$ cat config.mk
export PLATFORM = sky130hd
export DESIGN_NAME = lin_frame_rx
export DESIGN_NICKNAME = d
export VERILOG_FILES = /design/src/rtl/lin_frame_rx.sv
export SDC_FILE = /design/constraint.sdc
export NUM_CORES = 1
export LEC_CHECK = 0
export ABC_AREA = 1
export CAP_MARGIN = 40
export CORE_MARGIN = 1.5
export CORE_UTILIZATION = 63
export CTS_BUF_LIST = sky130_fd_sc_hd__clkbuf_16
export DETAILED_ROUTE_END_ITERATION = 8
export GPL_TIMING_DRIVEN = 0
export PLACE_DENSITY = 0.92
export SLEW_MARGIN = 40
export SYNTH_ARGS = -nofsm -noshare
export SYNTH_HDL_FRONTEND = slang
export SYNTH_SLANG_ARGS = --single-unit
$ cat constraint.sdc
create_clock -name sys_clk -period 15.3 [get_ports sys_clk]
set_input_delay 1.53 -clock sys_clk [delete_from_list [all_inputs] [get_ports sys_clk]]
set_output_delay 1.53 -clock sys_clk [all_outputs]
set_load 0.005 [all_outputs]
$ cat src/rtl/lin_frame_rx.sv
// lin_frame_rx - LIN frame receiver.
// Listens on one bus line and decodes break, delimiter, sync, protected PID,
// NDATA data bytes and checksum. When a frame passes every check it presents
// the PID and data with a one-cycle frame_valid pulse.
// Ports:
//   sys_clk      system clock, rising edge
//   rst          asynchronous reset, active high
//   sdi          serial LIN line, idle high (recessive)
//   rx_pid       received identifier, parity bits stripped
//   rx_data      data bytes, byte k in [8k+7:8k], unused bytes zero
//   frame_valid  one-cycle pulse: frame received and checked
//   rx_busy      high from delimiter entry until frame end or abort
//   sync_err     one-cycle pulse: sync byte was not 8'h55
//   parity_err   one-cycle pulse: PID parity bits wrong
//   framing_err  one-cycle pulse: bad start/stop bit or inter-byte timeout
//   checksum_err one-cycle pulse: checksum mismatch
module lin_frame_rx #(
  parameter int unsigned CLKS_PER_BIT = 16,
  parameter int unsigned NDATA        = 8,
  parameter int unsigned ENHANCED_CS  = 1,
  parameter int unsigned TIMEOUT_BITS = 14
) (
  input  logic        sys_clk,
  input  logic        rst,
  input  logic        sdi,
  output logic [5:0]  rx_pid,
  output logic [63:0] rx_data,
  output logic        frame_valid,
  output logic        rx_busy,
  output logic        sync_err,
  output logic        parity_err,
  output logic        framing_err,
  output logic        checksum_err
);

  localparam logic [15:0] BRK_CYC   = 16'(13 * CLKS_PER_BIT);
  localparam logic [15:0] BIT_CYC   = 16'(CLKS_PER_BIT);
  localparam logic [15:0] BIT_LAST  = 16'(CLKS_PER_BIT - 1);
  localparam logic [15:0] HALF_LAST = 16'(CLKS_PER_BIT / 2 - 1);
  localparam logic [15:0] TO_CYC    = 16'(TIMEOUT_BITS * CLKS_PER_BIT);
  localparam logic [3:0]  IDX_CS    = 4'(NDATA + 2);

  typedef enum logic [2:0] {IDLE, DELIM, START, DATA, STOP, GAP, DONE} state_t;

  state_t      state_q;
  logic [1:0]  sync_q;
  logic [15:0] cnt_q;
  logic [2:0]  bit_q;
  logic [3:0]  idx_q;
  logic [7:0]  sh_q;
  logic [5:0]  pid_q;
  logic [63:0] buf_q;
  logic [7:0]  sum_q;

  logic        sdi_s;
  logic [15:0] cnt_sat_d;
  logic        pid_ok_d;
  logic [7:0]  sum_add_d;
  logic [8:0]  sum_raw_d;
  logic [2:0]  dsel_d;

  // Synchronizer resets to the recessive level so reset release never
  // looks like the start of a break.
  always_ff @(posedge sys_clk or posedge rst) begin
    if (rst) sync_q <= 2'b11;
    else     sync_q <= {sync_q[0], sdi};
  end

  always_comb begin
    sdi_s     = sync_q[1];
    cnt_sat_d = (cnt_q == '1) ? cnt_q : cnt_q + 16'd1;
    pid_ok_d  = (sh_q[6] == (sh_q[0] ^ sh_q[1] ^ sh_q[2] ^ sh_q[4])) &&
                (sh_q[7] == ~(sh_q[1] ^ sh_q[3] ^ sh_q[4] ^ sh_q[5]));
    // Carry out of bit 7 is folded back into bit 0.
    sum_raw_d = {1'b0, sum_q} + {1'b0, sh_q};
    sum_add_d = sum_raw_d[7:0] + {7'd0, sum_raw_d[8]};
    dsel_d    = 3'(idx_q - 4'd2);
  end

  always_ff @(posedge sys_clk or posedge rst) begin
    if (rst) begin
      state_q      <= IDLE;
      cnt_q        <= '0;
      bit_q        <= '0;
      idx_q        <= '0;
      sh_q         <= '0;
      pid_q        <= '0;
      buf_q        <= '0;
      sum_q        <= '0;
      rx_pid       <= '0;
      rx_data      <= '0;
      frame_valid  <= 1'b0;
      rx_busy      <= 1'b0;
      sync_err     <= 1'b0;
      parity_err   <= 1'b0;
      framing_err  <= 1'b0;
      checksum_err <= 1'b0;
    end else begin
      frame_valid  <= 1'b0;
      sync_err     <= 1'b0;
      parity_err   <= 1'b0;
      framing_err  <= 1'b0;
      checksum_err <= 1'b0;
      case (state_q)
        IDLE: begin
          if (!sdi_s) begin
            cnt_q <= cnt_sat_d;
          end else if (cnt_q >= BRK_CYC) begin
            // This first high cycle already counts toward the delimiter.
            state_q <= DELIM;
            cnt_q   <= 16'd1;
            rx_busy <= 1'b1;
            idx_q   <= '0;
            buf_q   <= '0;
            sum_q   <= '0;
          end else begin
            cnt_q <= '0;
          end
        end
        DELIM: begin
          if (!sdi_s) begin
            if (cnt_q >= BIT_CYC) begin
              state_q <= START;
              cnt_q   <= '0;
            end else begin
              state_q     <= IDLE;
              rx_busy     <= 1'b0;
              cnt_q       <= '0;
              framing_err <= 1'b1;
            end
          end else if (cnt_q > TO_CYC) begin
            state_q     <= IDLE;
            rx_busy     <= 1'b0;
            cnt_q       <= '0;
            framing_err <= 1'b1;
          end else begin
            cnt_q <= cnt_sat_d;
          end
        end
        START: begin
          if (cnt_q == HALF_LAST) begin
            cnt_q <= '0;
            if (sdi_s) begin
              state_q     <= IDLE;
              rx_busy     <= 1'b0;
              framing_err <= 1'b1;
            end else begin
              state_q <= DATA;
              bit_q   <= '0;
            end
          end else begin
            cnt_q <= cnt_q + 16'd1;
          end
        end
        DATA: begin
          if (cnt_q == BIT_LAST) begin
            cnt_q <= '0;
            sh_q  <= {sdi_s, sh_q[7:1]};
            bit_q <= bit_q + 3'd1;
            if (bit_q == 3'd7) state_q <= STOP;
          end else begin
            cnt_q <= cnt_q + 16'd1;
          end
        end
        STOP: begin
          if (cnt_q == BIT_LAST) begin
            cnt_q <= '0;
            idx_q <= idx_q + 4'd1;
            if (!sdi_s) begin
              state_q     <= IDLE;
              rx_busy     <= 1'b0;
              framing_err <= 1'b1;
            end else if (idx_q == 4'd0) begin
              if (sh_q != 8'h55) begin
                state_q  <= IDLE;
                rx_busy  <= 1'b0;
                sync_err <= 1'b1;
              end else begin
                state_q <= GAP;
              end
            end else if (idx_q == 4'd1) begin
              if (!pid_ok_d) begin
                state_q    <= IDLE;
                rx_busy    <= 1'b0;
                parity_err <= 1'b1;
              end else begin
                state_q <= GAP;
                pid_q   <= sh_q[5:0];
                sum_q   <= (ENHANCED_CS != 0) ? sh_q : 8'h00;
              end
            end else if (idx_q == IDX_CS) begin
              state_q <= DONE;
            end else begin
              state_q                      <= GAP;
              buf_q[{dsel_d, 3'b000} +: 8] <= sh_q;
              sum_q                        <= sum_add_d;
            end
          end else begin
            cnt_q <= cnt_q + 16'd1;
          end
        end
        GAP: begin
          if (!sdi_s) begin
            state_q <= START;
            cnt_q   <= '0;
          end else if (cnt_q > TO_CYC) begin
            state_q     <= IDLE;
            rx_busy     <= 1'b0;
            cnt_q       <= '0;
            framing_err <= 1'b1;
          end else begin
            cnt_q <= cnt_sat_d;
          end
        end
        DONE: begin
          state_q <= IDLE;
          rx_busy <= 1'b0;
          cnt_q   <= '0;
          // sh_q still holds the received checksum byte.
          if (sh_q == ~sum_q) begin
            frame_valid <= 1'b1;
            rx_pid      <= pid_q;
            rx_data     <= buf_q;
          end else begin
            checksum_err <= 1'b1;
          end
        end
        default: begin
          state_q <= IDLE;
          rx_busy <= 1'b0;
          cnt_q   <= '0;
        end
      endcase
    end
  end

endmodule

==> reports/results.md <==
| Stage | Result | This run |
| --- | --- | --- |
| power | P_leak | 0.00538 uW |
| synthesis | Post-synthesis cell area | 0.00931 sq mm |
| cts | Cts repair resizes | 0 |
| route | Aggregate routed wire length | 23.2 mm |
| critical path | Worst path max stage delay | 0.53 ns |
| timing | Top achievable clock speed | 0.320 GHz |
| route | Routed wire length per instance | 16.4 um |
| synthesis | Count of distinct cell types in the synthesized netlist | 50 |
| global routing | Initial antenna violation count | 0 |
| job | Max-cap check violation count | 0 |
| die | Starting Density | 64.3% |
| min path | Hold-critical path endpoint | sync_q[1]$_DFF_PP1_ |
| die | Core ar. | 0.0145 sq mm |
| critical path | Largest fanout on the critical path | 10 |
| power | Worst vdd rail ir drop | 0.0820 mV |
| timing | Worst setup skew after layout | 0.0134 ns |
| cts | Number of CTS-inserted buffers | 17 |
| route | Number of DRC markers in iteration 0 | 766 |
| place | Port Buffer Count | 78 |
| critical path | Most numerous cell on the critical path | nand2_1 |
| critical path | Critical path's top delay family | simple AND/OR/NAND/NOR gates |
| die | Num ports | 79 |
| cts | Post-CTS setup buffer count | 0 |
| critical path | Crit path max-delay cell type | nand3_1 |
| critical path | Crit path DAT | 3.51 ns |
| critical path | Category of the critical setup timing path | flip-flop to flip-flop |
| route | Number of antenna-violating nets in the routed design | 0 |
| synthesis | Instance count of the mapped netlist | 1,118 |
| global routing | First-pass GRT wire length | 39.3 mm |
| die | Die area | 0.0155 sq mm |
| cts | Number of clock sinks seen by CTS | 190 |
| cts | Maximum clock path buffer count | 2 |
| final layout | Filler Cell Count | 956 |
| synthesis | Mean area per synthesized cell | 8.33 sq um |
| critical path | Start of the worst register-to-register path | sh_q[6]$_DFFE_PP0P_ |
| min path | Worst hold path depth | 0 |
| timing | Tightest Pin Transition | 0.661 ns |
| synthesis | Sequential element share of the synthesized area | 51.1% |
| route | Drc violations | 0 |
| die | Width of the chip | 125 um |
| power | PnR Total Power | 964 uW |
| cts | H-Tree Depth | 4 |
| critical path | Worst path bufs/invs | 3 |
| timing | Fin. max-slew vios | 0 |
| critical path | CP Cell Sequence | ha_1 > inv_1 > nor3_1 > nand3_1 > inv_2 > clkbuf_1 > nand2_1 > nand2_1 |
| critical path | Reg2reg end | rx_data[4]$_DFFE_PP0P_ |
| cts | Clock latency at the later pin of the worst-skew pair | 0.46 ns |
| synthesis | Total number of yosys warnings | 0 |
| synthesis | Number of enable-type register cells in the synthesized netlist | 0 |
| timing | Setup violation total in the final timing report | 0 |
| final layout | Number of antenna repair diodes | 0 |
| cts | Count of hold-fix buffers inserted at cts | 0 |
| critical path | Worst setup path start | sh_q[6]$_DFFE_PP0P_ |
| global routing | Residual overflow from global routing | 0 |
| place | HPWL after detailed placement | 16.3 mm |
| min path | Worst min path class | flip-flop to flip-flop |
| synthesis | Number of register bits inferred by synthesis | 190 |
| final layout | Final core area utilization | 75.7% |
| route | Total via count in the routed design | 8,124 |
| global routing | Vias in the first global route | 8,131 |
| critical path | Critical path data required time | 15.68 ns |
| power | Power per cell area | 87.9 mW/mm^2 |
| timing | Ratio of final minimum period to clock period | 20.4% |
| final layout | Synthesis-to-finish area growth | 17.8% |
| die | Standard-cell rows | 44 |
| critical path | Critical path endpoint category | flip-flop |
| cts | Clock tree from TritonCTS | yes |
| place | Final weighted congestion in routability-driven placement | 0.917 |
| synthesis | Flip-flop cell with the highest count after synthesis | dfrtp_1 |
| outcome | Outcome | complete, no violations |
| final layout | Fin cells | 1,414 |
| global routing | Tot GR Track Use | 31.5% |
| critical path | Number of cells traversed by the worst register-to-register path | 8 |
| synthesis | Synth async-reset ratio | 100% |
| route | Number of iterations in the first detailed-routing pass | 6 |
| cts | Root buf cell | clkbuf_16 |
| timing | Total negative slack | 0 ns |
| die | Y dimension of the die | 125 um |
| timing | Hold Violations, Final | 0 |
| critical path | Startpoint Class | flip-flop |
| global routing | Largest net degree at the start of global routing | 79 |
| critical path | Register-to-register path setup slack | 12.17 ns |
| place | Cell count after placement | 1,382 |
| cts | Clock edge transition at the registers on the reported setup and hold paths | 0.07 ns |
| timing | Unrepaired setup endpoints after global routing | no |
| timing | Relative slew margins | 55.5% |
| timing | Time the worst path needs with I/O delays and setup | 3.13 ns |
| final layout | Post-layout net count | 1,245 |
| synthesis | Syn_nets | 1,146 |
| final layout | Proportion of layout cells with a drive suffix above 1 | 12.1% |
| route | DR vias/cell | 5.75 |
| min path | Beginning of the worst hold path | sync_q[0]$_DFF_PP1_ |
registers in the layout (all words and copies together) (netlist names), 3 cells and up:
signal   flops
buf_q       64
rx_data     64
cnt_q       16
sh_q         8
sum_q        8
pid_q        6
rx_pid       6
idx_q        4
bit_q        3
state_q      3
worst max-delay path by stage:
stage,end,slack (ns),cells past startpoint
after global placement,frame_valid$_DFF_PP0_,6.50,2
after global routing,rx_data[1]$_DFFE_PP0P_,11.99,8
final,rx_data[4]$_DFFE_PP0P_,12.17,8
after CTS,sum_q[6]$_DFFE_PP0P_,12.27,15
after detailed placement,sum_q[6]$_DFFE_PP0P_,12.29,15
after floorplan,bit_q[0]$_DFFE_PP0P_,8.60,1
synthesized netlist by cell type (2+ instances only):
library cell	count	area share, %
a21oi_1	19	1.0
a22o_1	2	0.19
a22oi_1	2	0.16
buf_2	11	0.59
buf_4	4	0.32
clkbuf_1	15	0.60
dfrtp_1	188	51
dfstp_2	2	0.56
ha_1	24	3.2
inv_1	83	3.3
inv_2	5	0.20
nand2_1	381	15
nand2_2	64	4.3
nand2_4	2	0.24
nand3_1	59	3.2
nand4_1	12	0.81
nor2_1	66	2.7
nor2_2	7	0.47
nor2_4	2	0.24
nor3_1	16	0.86
o211ai_1	2	0.16
o21ai_0	62	3.3
o21ai_1	46	2.5
o21ai_4	8	1.4
o22ai_1	2	0.13
xnor2_1	4	0.38
xor2_1	7	0.66
where the power goes:
part | internal [uW] | switching (uW) | leakage (uW) | total [uW]
logic | 3.62 | 13.2 | 0.00244 | 16.8
registers | 503 | 0.717 | 0.00265 | 504
clock network | 231 | 213 | 0.000289 | 444
final cells by class:
type | count | area (sq um) | share of cell area [%]
Sequential cell | 190 | 4760 | 43.4
Inverter | 88 | 338 | 3.08
Buffer | 33 | 176 | 1.61
Clock inverter | 15 | 158 | 1.44
Multi-Input combinational cell | 807 | 4050 | 36.9
Clock buffer | 17 | 425 | 3.88
Timing Repair Buffer | 80 | 836 | 7.62
Tap cell | 184 | 230 | 2.10
placed cells by master (no fill, tap or decap), types with 3 or more instances in the layout:
cell	n
o21ai_0	62
nor2_1	66
nor2_2	7
nor3_1	16
nand4_1	12
clkbuf_1	15
inv_1	83
xnor2_1	4
ha_1	24
o21ai_1	46
buf_2	11
clkbuf_16	17
clkdlybuf4s50_1	78
inv_8	6
a21oi_1	19
buf_4	4
xor2_1	7
clkinv_4	3
dfrtp_1	188
nand3_1	59
o21ai_4	8
nand2_1	381
inv_2	5
nand2_2	64
worst register-to-register path, stage by stage (launching register included):
cell	delay [ns]
dfrtp_1	0.52
ha_1	0.43
inv_1	0.09
nor3_1	0.30
nand3_1	0.53
inv_2	0.35
clkbuf_1	0.53
nand2_1	0.21
nand2_1	0.11
routing by layer:
metal	GRT usage, %	wire, um	share of wire [%]
met5	0	0	0
met4	13.8	869	3.7
met3	6.31	1290	5.6
met2	53.5	11800	51
met1	39.3	9280	40
through the flow:
stage               area (sq um)  setup WS (ns)  hold slack [ns]
floorplan                   9310           8.60            0.345
global placement           10300           6.50            0.346
detailed placement         10400          12.29            0.354
CTS                        11000          12.27            0.364
global route               11000          11.99            0.364
finish                     11000          12.17            0.361
kinds of logic (layout without fill, tap and decap cells):
kind of cell / after synthesis / after routing / share of synthesized area (%)
buf+inv: 121 / 233 / 5.44
xor+xnor: 11 / 11 / 1.03
fa+ha+maj: 25 / 25 / 3.44
simple gates: 623 / 623 / 29.7
flops: 190 / 190 / 51.1
compound gates: 148 / 148 / 9.30
(Power assumes the default switching activity.)
